<file path="config.mk">
export PLATFORM = sky130hd
export DESIGN_NAME = irq_gateway
export DESIGN_NICKNAME = d
export VERILOG_FILES = /design/src/rtl/irq_gateway.sv
export SDC_FILE = /design/constraint.sdc
export NUM_CORES = 1
export LEC_CHECK = 0
export CAP_MARGIN = 20
export CORE_AREA = 4 4 144 160
export CTS_CLUSTER_DIAMETER = 30
export CTS_CLUSTER_SIZE = 20
export DETAILED_ROUTE_END_ITERATION = 16
export DIE_AREA = 0 0 148 164
export GPL_TIMING_DRIVEN = 1
export PLACE_DENSITY = 0.49
export SETUP_SLACK_MARGIN = 0.2
export SLEW_MARGIN = 20
export SYNTH_ARGS = -nofsm -noshare
export SYNTH_HDL_FRONTEND = slang
export SYNTH_SLANG_ARGS = --single-unit
export TNS_END_PERCENT = 50
</file>
<file path="constraint.sdc">
create_clock -name clk -period 1.5 [get_ports clk]
set_input_delay 0.375 -clock clk [delete_from_list [all_inputs] [get_ports clk]]
set_output_delay 0.375 -clock clk [all_outputs]
set_load 0.005 [all_outputs]
</file>
<file path="src/rtl/irq_gateway.sv">
// Per-source interrupt gateway: synchronises raw lines, applies polarity, and
// turns edge/level requests into one held request per source until completion.
module irq_gateway #(
  parameter int unsigned NUM_SOURCES = 16,
  parameter int unsigned SRC_ID_W    = 5,
  parameter int unsigned SYNC_STAGES = 2,
  parameter int unsigned CNT_BITS    = 2
) (
  input  logic                   clk,
  input  logic                   rst_n,
  input  logic [NUM_SOURCES-1:0] irq_raw_i,
  input  logic [NUM_SOURCES-1:0] edge_mode_i,
  input  logic [NUM_SOURCES-1:0] polarity_i,
  input  logic                   complete_valid_i,
  input  logic [SRC_ID_W-1:0]    complete_id_i,
  input  logic [NUM_SOURCES-1:0] ovf_clear_i,
  output logic [NUM_SOURCES-1:0] req_o,
  output logic [NUM_SOURCES-1:0] overflow_o,
  output logic [NUM_SOURCES-1:0] busy_o
);

  typedef enum logic [1:0] {IDLE, REQ, HOLDOFF} state_t;

  localparam int unsigned WARM   = SYNC_STAGES + 1;
  localparam int unsigned WARM_W = $clog2(WARM + 1);

  logic [NUM_SOURCES-1:0] sync [SYNC_STAGES];
  logic [NUM_SOURCES-1:0] prev;
  logic [NUM_SOURCES-1:0] s;
  logic [NUM_SOURCES-1:0] rise;
  logic [NUM_SOURCES-1:0] ed;
  logic [NUM_SOURCES-1:0] lv;
  logic [WARM_W-1:0]      warm;
  logic                   active;

  state_t                 st     [NUM_SOURCES];
  state_t                 st_nx  [NUM_SOURCES];
  logic [CNT_BITS-1:0]    cnt    [NUM_SOURCES];
  logic [CNT_BITS-1:0]    cnt_nx [NUM_SOURCES];
  logic [NUM_SOURCES-1:0] ovf_nx;
  logic [NUM_SOURCES-1:0] req_nx;

  assign s      = sync[SYNC_STAGES-1] ^ polarity_i;
  assign rise   = s & ~prev;
  assign active = (warm == WARM_W'(WARM));
  assign ed     = {NUM_SOURCES{active}} & rise;
  assign lv     = {NUM_SOURCES{active}} & s;

  // prev keeps loading during warm-up so idle-high active-low lines settle quietly
  always_ff @(posedge clk or negedge rst_n) begin
    if (!rst_n) begin
      for (int unsigned k = 0; k < SYNC_STAGES; k++) sync[k] <= '0;
      prev <= '0;
      warm <= '0;
    end else begin
      sync[0] <= irq_raw_i;
      for (int unsigned k = 1; k < SYNC_STAGES; k++) sync[k] <= sync[k-1];
      prev <= s;
      if (!active) warm <= warm + 1'b1;
    end
  end

  always_comb begin : next_state
    logic inc;
    logic dec;
    logic done;
    for (int unsigned i = 0; i < NUM_SOURCES; i++) begin
      st_nx[i]  = st[i];
      cnt_nx[i] = cnt[i];
      ovf_nx[i] = overflow_o[i] & ~ovf_clear_i[i];
      inc       = 1'b0;
      dec       = 1'b0;
      done      = 1'b0;
      if (i == 0) begin
        st_nx[i]  = IDLE;
        cnt_nx[i] = '0;
        ovf_nx[i] = 1'b0;
      end else begin
        done = complete_valid_i && (32'(complete_id_i) == i);
        inc  = edge_mode_i[i] && ed[i] && (st[i] != IDLE);
        case (st[i])
          IDLE:    if (edge_mode_i[i] ? ed[i] : lv[i]) st_nx[i] = REQ;
          REQ:     if (done) st_nx[i] = HOLDOFF;
          HOLDOFF: begin
            if (edge_mode_i[i]) begin
              // an edge landing in this very cycle is enough to re-request
              if ((cnt[i] != '0) || inc) begin
                st_nx[i] = REQ;
                dec      = 1'b1;
              end else begin
                st_nx[i] = IDLE;
              end
            end else begin
              st_nx[i] = lv[i] ? REQ : IDLE;
            end
          end
          default: st_nx[i] = IDLE;
        endcase
        if (!edge_mode_i[i]) begin
          cnt_nx[i] = '0;
        end else if (inc && !dec) begin
          if (cnt[i] == '1) ovf_nx[i] = 1'b1;
          else              cnt_nx[i] = cnt[i] + 1'b1;
        end else if (dec && !inc) begin
          cnt_nx[i] = cnt[i] - 1'b1;
        end
      end
      req_nx[i] = (st_nx[i] == REQ);
    end
  end

  always_ff @(posedge clk or negedge rst_n) begin
    if (!rst_n) begin
      for (int unsigned i = 0; i < NUM_SOURCES; i++) begin
        st[i]  <= IDLE;
        cnt[i] <= '0;
      end
      req_o      <= '0;
      overflow_o <= '0;
    end else begin
      for (int unsigned i = 0; i < NUM_SOURCES; i++) begin
        st[i]  <= st_nx[i];
        cnt[i] <= cnt_nx[i];
      end
      req_o      <= req_nx;
      overflow_o <= ovf_nx;
    end
  end

  always_comb begin
    busy_o = '0;
    for (int unsigned i = 0; i < NUM_SOURCES; i++)
      busy_o[i] = (st[i] != IDLE) || (cnt[i] != '0);
  end

endmodule

</file>
==> metrics.txt <==
DR pass1 iterations 4; run status complete, but fails checks; Yosys cell types 58; slack of the critical path -0.360 ns; Cell Area, Synth 6370 um^2; critical path's slowest cell or4_4; Max Clock Freq 538 MHz; Synth Instances 591; initial antenna violation count 1; EDFF count, synth 0; Crit Path Category flop to output port; number of max-cap violations 0; core area 21300 um^2; die width 148 um; Hold WC Path Type flop to flop; sequential area share after synthesis 53.8%; Main synth FF type dfrtp_1; Total Routing Usage GR 15.0%; post-synth top area share 53.8%; Critical Path Fanout Max 2; antenna viol nets, final 0; r2r startpoint warm[0]; CTS buffer count 17; Hold Crit Start sync[21]; Root Driver clkbuf_16; ant diodes 0; Area Growth Syn to Fin 58.4%; Max Root-Sink Buffers 2; routed wire length 18.3 mm; hpwl dp 12.5 mm; via count 5634; post-synthesis async set-or-reset flop share 100%; H-tree Lvls 4; first-pass GRT wire length 29.0 mm; clk sinks 137; FF-to-FF End cnt[16]; CP max stage delay 0.56 ns; Hold EP sync[5]; pwr dens 1250 nW/um^2; Worst setup EP type output port; Tcrit/Tclk final 124%; WL/cell 15.9 um; DRC viols 0; vias per inst 4.89; nets 923; Setup crit start kind flop; failing checks negative setup slack; Iteration-0 DRC Markers 190; fin crit period 1.86 ns; Worst-path clk slew 0.06 ns; WHS Path Cells 0; CTS tree built; Max VDD drop 0.805 mV; unrepaired setup endpoints after global routing true; Critical Path, Cell by Cell or4_4 > buf_6; routability cong. 0.830; Die H 164 um; Final Power 12.6 mW; final core utilization 47.4%; Worst Reg-to-Reg Cells 8; leakage 4.42 nW; share of cells above drive strength 1 39.8%; Core Rows 56; Slew Viols, Final 0; Synth area leader dfrtp_1; synth cell count leaders 137 x dfrtp_1, 52 x nand2_1, 34 x inv_1, 29 x o21ai_0, 24 x a21oi_1; grt ovf 0; top-count cell post-synth dfrtp_1; Post-Route Skew 0.00556 ns; Synth Warn # 0; Fin. Hold Viols 0; synth top area cells dfrtp_1 54%, nand2_1 3.1%, o21ai_0 2.3%; IO Count 120; CP arrival 1.48 ns; # port buffers 112; clk_lat worst skew 0.42 ns; Die ar. 24300 um^2; largest net degree at the start of global routing 38; vias in the first global route 5880; final setup vio count 22; r2r setup slk -0.10 ns; required time of the critical path 1.12 ns; synthesized flop and latch total 137; Starting Density 29.9%; Syn Area/Cell 10.8 um^2
## worst max-delay path: cells and delay by family (launching register included)
family	cells	cell delay, ns
AND/OR/NAND/NOR	1	0.56
flip-flops	1	0.38
buffers and inverters	1	0.14
## metal layers
layer	GRT usage [%]	vias up	wire length [um]
li1	-	2670	-
met1	18.0	2807	7650
met2	26.1	126	9520
met3	3.28	29	693
met4	6.55	2	408
met5	0	-	15
## state kept, by name, indices dropped and copies added (netlist names)
| name | flops |
|---|---|
| cnt | 30 |
| st | 30 |
| sync | 30 |
| overflow_o | 15 |
| prev | 15 |
| req_o | 15 |
| warm | 2 |
## layout make-up
type	count	area, um^2
sequential	137	3430
multi-input combinational	397	3280
tap	290	363
clock buffer	24	512
clock inverter	7	65.1
fill	2012	11200
inverter	34	128
timing repair buffer	263	2320
## timing repair
action,4_1_cts,5_1_grt
setup buffers,21,16
resized for setup,273,63
hold buffers,1,0
endpoints found under the hold margin,32,0
pin swaps,51,42
endpoints found under the setup margin,120,121
## worst max path at each step
stage                     start         end  slack [ns]  depth (start not counted)
2_1_floorplan           warm[0]    req_o[3]        0.13                          5
3_5_place_dp   complete_id_i[4]      st[26]       -0.39                          5
6_report                  st[7]  busy_o[12]       -0.36                          2
3_3_place_gp   complete_id_i[4]    req_o[2]       -0.35                          5
5_1_grt                 cnt[19]   busy_o[6]       -0.40                          2
4_1_cts                   st[6]  busy_o[12]       -0.38                          2
## logic make-up after synthesis
| family | synth area share, % |
|---|---|
| XOR/XNOR | 3.22 |
| AND/OR/NAND/NOR | 19.3 |
| AO/OA/AOI/OAI | 17.8 |
| flip-flops | 53.8 |
| multiplexers | 1.75 |
| adder cells (fa/ha/maj) | 0.196 |
| other | 0.0589 |
| buffers and inverters | 3.85 |
## power by group
part	leakage [nW]	internal [mW]	switching [mW]	total [mW]
registers	1.67	4.21	0.273	4.48
logic	2.47	2.15	1.85	4.00
clock network	0.284	2.53	1.59	4.11
total	4.42	8.88	3.71	12.6
## placed cells by master (no fill, tap or decap), types with 7 or more instances in the layout
cell type,count
nor2_1,11
nand3b_1,12
o21a_1,9
nand2_1,46
inv_1,34
a21o_1,10
buf_4,117
mux2i_1,10
nor3_1,11
nand2b_1,15
o31a_1,9
nand3_1,10
clkbuf_16,17
o21ai_0,23
buf_12,8
o22ai_2,8
nor2b_1,12
o32ai_2,7
nand4_1,8
a31oi_1,9
clkdlybuf4s50_1,62
nor3b_1,11
a21oi_2,14
or4_4,13
xor2_1,10
a21oi_1,9
dfrtp_1,137
buf_6,35
buf_2,32
## stage by stage
step	setup slack (ns)	instances	hold slack, ns	setup TNS (ns)	cell area, um^2
3_3_place_gp	-0.349	1083	0.319	-20.78	8720
2_1_floorplan	0.128	593	0.0794	0	6540
3_5_place_dp	-0.394	1083	0.325	-22.90	8720
4_1_cts	-0.383	1136	0.351	-5.26	9650
5_1_grt	-0.402	1152	0.363	-6.46	10100
6_report	-0.360	1152	0.348	-5.01	10100
(Power assumes the default switching activity.)
